## src/rtl/rf_wb_arbiter.sv

```systemverilog
// Write-port sequencer for the 32x64 register file: an INIT pass after reset,
// then round-robin arbitration of NREQ writeback requesters onto a registered port.
module rf_wb_arbiter #(
    parameter int unsigned     NREQ     = 2,
    parameter int unsigned     XLEN     = 64,
    parameter bit              INIT_EN  = 1'b1,
    parameter logic [XLEN-1:0] INIT_VAL = '0
) (
    input  logic                 clk,
    input  logic                 rst,
    input  logic [NREQ-1:0]      req_valid,
    input  logic [NREQ*5-1:0]    req_rd,
    input  logic [NREQ*XLEN-1:0] req_data,
    output logic [NREQ-1:0]      req_ready,
    output logic                 RegWrite,
    output logic [4:0]           writereg,
    output logic [XLEN-1:0]      writeData,
    output logic                 init_done
);

    localparam int unsigned PW = (NREQ > 1) ? $clog2(NREQ) : 1;
    localparam int unsigned RW = 5;
    localparam logic [RW-1:0] LAST_REG = 5'd31;

    typedef enum logic {
        ST_INIT = 1'b0,
        ST_RUN  = 1'b1
    } state_t;

    localparam state_t RST_STATE = INIT_EN ? ST_INIT : ST_RUN;

    state_t          state_q,      state_d;
    logic [RW-1:0]   init_idx_q,   init_idx_d;
    logic [PW-1:0]   rr_ptr_q,     rr_ptr_d;
    logic            reg_write_q,  reg_write_d;
    logic [RW-1:0]   write_reg_q,  write_reg_d;
    logic [XLEN-1:0] write_data_q, write_data_d;
    logic            init_done_q,  init_done_d;

    logic            gnt_found;
    logic [PW-1:0]   gnt_idx;
    logic [PW:0]     cand;
    logic [RW-1:0]   sel_rd;
    logic [XLEN-1:0] sel_data;
    logic            xfer;

    // Rotating priority scan starting at rr_ptr, wrapping modulo NREQ.
    always_comb begin
        gnt_found = 1'b0;
        gnt_idx   = '0;
        cand      = '0;
        for (int k = 0; k < NREQ; k++) begin
            cand = {1'b0, rr_ptr_q} + (PW+1)'(k);
            if (cand >= (PW+1)'(NREQ)) begin
                cand = cand - (PW+1)'(NREQ);
            end
            if (!gnt_found && req_valid[cand[PW-1:0]]) begin
                gnt_found = 1'b1;
                gnt_idx   = cand[PW-1:0];
            end
        end
    end

    // Payload of the granted requester.
    always_comb begin
        sel_rd   = '0;
        sel_data = '0;
        for (int i = 0; i < NREQ; i++) begin
            if (gnt_idx == PW'(i)) begin
                sel_rd   = req_rd[i*RW +: RW];
                sel_data = req_data[i*XLEN +: XLEN];
            end
        end
    end

    assign xfer      = (state_q == ST_RUN) && gnt_found;
    assign req_ready = xfer ? (NREQ'(1) << gnt_idx) : '0;

    always_comb begin
        state_d      = state_q;
        init_idx_d   = init_idx_q;
        rr_ptr_d     = rr_ptr_q;
        reg_write_d  = 1'b0;
        write_reg_d  = write_reg_q;
        write_data_d = write_data_q;
        init_done_d  = init_done_q;

        unique case (state_q)
            ST_INIT: begin
                reg_write_d  = 1'b1;
                write_reg_d  = init_idx_q;
                write_data_d = INIT_VAL;
                init_idx_d   = init_idx_q + RW'(1);
                if (init_idx_q == LAST_REG) begin
                    state_d     = ST_RUN;
                    init_done_d = 1'b1;
                end
            end
            ST_RUN: begin
                if (xfer) begin
                    // x0 handshakes normally but never reaches the RF.
                    reg_write_d  = (sel_rd != '0);
                    write_reg_d  = sel_rd;
                    write_data_d = sel_data;
                    rr_ptr_d     = (gnt_idx == PW'(NREQ-1)) ? '0 : gnt_idx + PW'(1);
                end
            end
            default: begin
                state_d = RST_STATE;
            end
        endcase
    end

    always_ff @(posedge clk) begin
        if (rst) begin
            state_q      <= RST_STATE;
            init_idx_q   <= '0;
            rr_ptr_q     <= '0;
            reg_write_q  <= 1'b0;
            write_reg_q  <= '0;
            write_data_q <= '0;
            init_done_q  <= ~INIT_EN;
        end else begin
            state_q      <= state_d;
            init_idx_q   <= init_idx_d;
            rr_ptr_q     <= rr_ptr_d;
            reg_write_q  <= reg_write_d;
            write_reg_q  <= write_reg_d;
            write_data_q <= write_data_d;
            init_done_q  <= init_done_d;
        end
    end

    assign RegWrite  = reg_write_q;
    assign writereg  = write_reg_q;
    assign writeData = write_data_q;
    assign init_done = init_done_q;

endmodule

```

## config.mk

```make
export PLATFORM = sky130hd
export DESIGN_NAME = rf_wb_arbiter
export DESIGN_NICKNAME = d
export VERILOG_FILES = /design/src/rtl/rf_wb_arbiter.sv
export SDC_FILE = /design/constraint.sdc
export NUM_CORES = 1
export LEC_CHECK = 0
export CAP_MARGIN = 20
export CORE_UTILIZATION = 40
export CTS_BUF_LIST = sky130_fd_sc_hd__clkbuf_16
export CTS_CLUSTER_DIAMETER = 60
export DETAILED_ROUTE_END_ITERATION = 8
export HOLD_SLACK_MARGIN = 0.06
export PLACE_DENSITY = 0.81
export RECOVER_POWER = 25
export REMOVE_ABC_BUFFERS = 1
export SYNTH_ARGS = -nofsm -noshare
export SYNTH_HDL_FRONTEND = slang
export SYNTH_SLANG_ARGS = --single-unit
```

## constraint.sdc

```tcl
create_clock -name clk -period 1.75 [get_ports clk]
set_input_delay 0.4375 -clock clk [delete_from_list [all_inputs] [get_ports clk]]
set_output_delay 0.4375 -clock clk [all_outputs]
set_load 0.01 [all_outputs]
```

-- Word level (Yosys, flattened, before mapping)
Index checks and enable logic that the tools add are counted.
- bits in registers: 78
- output and inout bits: 73
- word-level logic and storage cells: 48
- add/subtract/negate cells: 5
- order comparisons: 4
- equality and inequality tests: 2
- shift operators: 1
- muxes and demuxes: 22
- bitwise gates (word level): 1
- reduce and logical (&&, ||, !) cells: 6
- operators with widths (operator ; number):
    64-bit two-way mux ; 2
    64-bit one-hot mux with 2 select lines ; 1
    1-bit two-way mux ; 14
    5-bit two-way mux ; 2
    5-bit one-hot mux with 2 select lines ; 1
    5-bit by 1-bit adder with 5-bit output, second input constant ; 1
    5-bit equality test, second input constant ; 1
    5-bit nonzero test ; 1
    1-bit by 2-bit < comparator with 1-bit output, second input constant ; 2
    2-bit AND reduction ; 2
    1-bit by 1-bit adder with 2-bit output, second input constant ; 1
    1-bit by 2-bit >= comparator with 1-bit output, second input constant ; 1
    2-bit >= comparator, second input constant ; 1
    1-bit logical AND ; 2
    2-bit two-way mux ; 1
    2-bit by 1-bit inequality test with 1-bit output, second input constant ; 1
    1-bit one-hot mux with 2 select lines ; 1
    1-bit by 1-bit left shift with 2-bit output, first input constant ; 1
    1-bit subtractor, second input constant ; 2
    1-bit adder, second input constant ; 1
    1-bit zero test ; 1
    1-bit NOT ; 1

-- Longest topological paths before layout
- word-level depth: 12
- mapped depth: 6
- gate-level depth less buffers: 5

-- Worst setup path after synthesis
Ideal clock, no wire load.
- path kind: input to output
- start: input req_valid[0]
- end: output req_ready[0]
- data arrival time: 1.129 ns
- required time: 1.312 ns
- setup slack: 0.184 ns
- stages: 5
- path buffers: 3
- path through: buf_2 buf_6 buf_6 nand2_1 a21oi_1
- word-level cells in the longest chain between the ends: 8
- ends and longest elaborated chain (what ; RTL line ; RTL):
    from (decl) ; 11 ; input logic [NREQ-1:0] req_valid,
    1-bit two-way mux (implied by the code) (2 in a row) ; 57 ; if (!gnt_found && req_valid[cand[PW-1:0]]) begin
    1-bit two-way mux ; 57 ;
    1-bit zero test ; 57 ;
    1-bit logical AND ; 57 ;
    1-bit two-way mux ; 57 ;
    1-bit by 1-bit left shift with 2-bit output / 1-bit logical AND (equally long branches) ; 77, 76 ;
    2-bit two-way mux (*) ; 77 ; assign req_ready = xfer ? (NREQ'(1) << gnt_idx) : '0;
    to (decl) ; 14 ; output logic [NREQ-1:0] req_ready,
Every way passes the cells marked *; elsewhere a longest branch is shown, timed or not. The select of a mux whose other input is x is not followed.

-- Worst setup path after layout
- start: register write_data_q[46] (netlist: writeData[46])
- end: output writeData[46]
- RTL lines (what ; RTL line ; RTL):
    from (decl) ; 37 ; logic [XLEN-1:0] write_data_q, write_data_d;
    from (signal assigned) ; 129 ; write_data_q <= write_data_d;
    to (decl) ; 17 ; output logic [XLEN-1:0] writeData,
No word-level cell between the ends.

==> flow_summary.toml <==
[layout]
syn_to_final_growth_pct = 60.9
layout-drive-gt1-share = 0.175
num_antenna_cells = 0
multi_input_area_mm2 = 0.00238
nNetsFinal = 715
fillCellCount = 787
regArea_mm2 = 0.00156

[setup_path]
max_stage_delay_ns = 0.57
worstRegToRegCells = 5
path_max_fanout = 2
cp-endpoint = "writeData[46]"
worst_ep_required_time_ns = 1.31
cpMaxStageDelayCell = "clkdlybuf4s50_1"
cp.depth = 1
cp-end-kind = "primary output"
crit_chain = "clkdlybuf4s50_1"
path_buf_inv = 1
path_delay_family = "buffers and inverters"
r2r_slack_ns = 0.20
critical_path_class = "reg2out"
critPathLaunchType = "flop"
crit_start = "writeData[46]"
crit_arrival_ns = 1.25
r2r-start = "rr_ptr_q"
r2r-end = "writeData[20]"

[yosys]
syn-instance-count = 366
synthFlopType = "dfxtp_1"
synth_top_area_cell = "dfxtp_1"
synth-seq-area-share = 0.374
synth.top_cell.area_share = 0.374
yosysWarnings = 0
ys_top_cells_by_area = "dfxtp_1 37%, o221a_1 17%, mux2_2 12%"
ys_types = 33
netlist_area_mm2 = 0.00418
async_flop_share = 0
synth-edff-count = 0
synth_common_cells = "78 x dfxtp_1, 64 x o21a_1, 64 x o221a_1"
ys_seq_elements = 78
syn_area_per_cell_um2 = 11.4
synth_most_common_cell = "dfxtp_1"

[placement]
io_buffer_count = 214
hpwl_mm = 9.33
routabilityCongestion = 0.790

[timing]
slew_headroom = 0.582
worst_pin_slew_ns = 0.626
finalSetupViolCount = 0
fmax_mhz = 594
whs_ns = 0.473
rsz0062_at_grt = "false"
fin_crit_ns = 1.68
period_share = 0.962
finalHoldViolCount = 0
fin_skew_ns = 0.00679
maxSlewViolCount = 0

[route]
wirelength_mm = 13.4
drc = 0
drt_pass1_iterations = 4
drtIter0Drc = 182
wire_per_inst_um = 18.9
ant_nets = 0
vias_per_cell = 5.60
via_count = 3967

[power_and_ir_drop]
intPower_w = 0.00342
pwr-share-clk = 0.444
finalPower_w = 0.00441
p_switching_w = 0.000990
p_per_area_mw_per_mm2 = 656
ir_drop_mv = 0.370
power_leakage_nw = 2.51
pwr-share-comb = 0.149
sw_frac_of_total = 0.224
seq_power_share = 0.407

[clock_network]
cts_setup_buffers = 0
clkSinkCount = 78
cts_root_buffer = "clkbuf_16"
cts_max_level = 3
cts_made_buffers = 9
clock_latency_ns = 0.34
tritoncts = "done"
clk_path_buf_depth = 2
clk_pin_slew_worst_paths_ns = 0.06

[flow_run]
max_cap_viol_count = 0

[die]
coreArea_mm2 = 0.00995
die_height_um = 104
design.portCount = 215
fp.dieArea_mm2 = 0.0109
rows = 36
die_w_um = 104
start_util = 0.420

[grt]
grt_pass1_wl_mm = 21.2
antenna_found_initial = 0
track_usage = 0.245
grt_max_degree = 53
grt_pass1_vias = 4099
grt-ovfl-total = 0

[hold_path]
hold_class = "reg2reg"

[run_status]
status = "completed"
==> through the flow <==
stage	TNS, ns	util	cells	area, µm²	setup slack [ns]
5_1_grt	0	0.675	709	6720	0.0172
3_5_place_dp	-0.843	0.647	693	6440	-0.207
6_report	0	0.675	709	6720	0.0671
3_3_place_gp	-0.384	0.647	693	6440	-0.189
4_1_cts	0	0.677	709	6740	0.0115
2_1_floorplan	-106.53	-	326	3940	-1.60
==> cells in the final DEF, fill, tap and decap left out, types with 2 or more instances in the layout <==
master	count
mux2_2	43
nand2_1	2
mux2_4	17
dfxtp_1	78
nor2_1	14
clkdlybuf4s50_1	209
buf_12	2
a21oi_1	3
o221a_1	64
and3_1	2
nand3_1	5
xor2_1	2
clkinv_1	3
ha_1	2
a211oi_1	6
clkbuf_16	9
mux2i_1	2
a221oi_1	5
buf_4	17
mux2_1	4
bufinv_16	2
o21a_1	64
==> layer usage <==
layer,wire [µm],track usage,vias up
li1,-,-,1866
met1,5740,0.295,1921
met2,6560,0.417,153
met3,724,0.0520,27
met4,387,0.114,0
met5,0,0,-
==> worst register-to-register path, cell delays in order, from the launching register on <==
cell      delay (ns)
dfxtp_1         0.32
nand2b_2        0.18
buf_4           0.21
nand2_1         0.13
buf_6           0.37
o221a_1         0.29
==> power by group through the flow <==
stage | registers (W) | logic, W | clock network, W
finish | 0.00180 | 0.000655 | 0.00196
floorplan | 0.00184 | 0.000164 | 0
global route | 0.00180 | 0.000697 | 0.00209
detailed placement | 0.00184 | 0.000657 | 0
global placement | 0.00183 | 0.000641 | 0
CTS | 0.00180 | 0.000662 | 0.00199
==> worst min-delay path by stage <==
stage                     cells past startpoint           to           from
after detailed placement                      2    init_done      init_done
after floorplan                               2  writereg[3]  init_idx_q[3]
final                                         2    init_done      init_done
after global routing                          2    init_done      init_done
after global placement                        2    init_done      init_done
after CTS                                     2    init_done      init_done
==> cell families after synthesis <==
kind of cell,count (synthesis),share of synthesized area
flops,78,0.374
compound gates,146,0.326
fa+ha+maj,2,0.00599
xor+xnor,3,0.00629
simple gates,30,0.0377
mux,66,0.193
buf+inv,41,0.0581
==> cell type report <==
class,count,share of cell area
clock buffer,9,0.0335
timing repair buffer,234,0.343
multi-input combinational,247,0.354
sequential,78,0.232
inverter,1,0.000558
clock inverter,7,0.0119
tap,133,0.0248
==> flip-flops by register name, indices dropped and copies added (netlist names) <==
signal,cells
rr_ptr_q,1
writeData,64
RegWrite,1
init_idx_q,5
init_done,1
writereg,5
state_q,1
==> what timing repair did <==
item	CTS	global route
hold buffers	0	0
pin swaps	0	0
endpoints found under the setup margin	2	1
resized for setup	3	1
No activity file was read; power rests on OpenSTA's default activity.
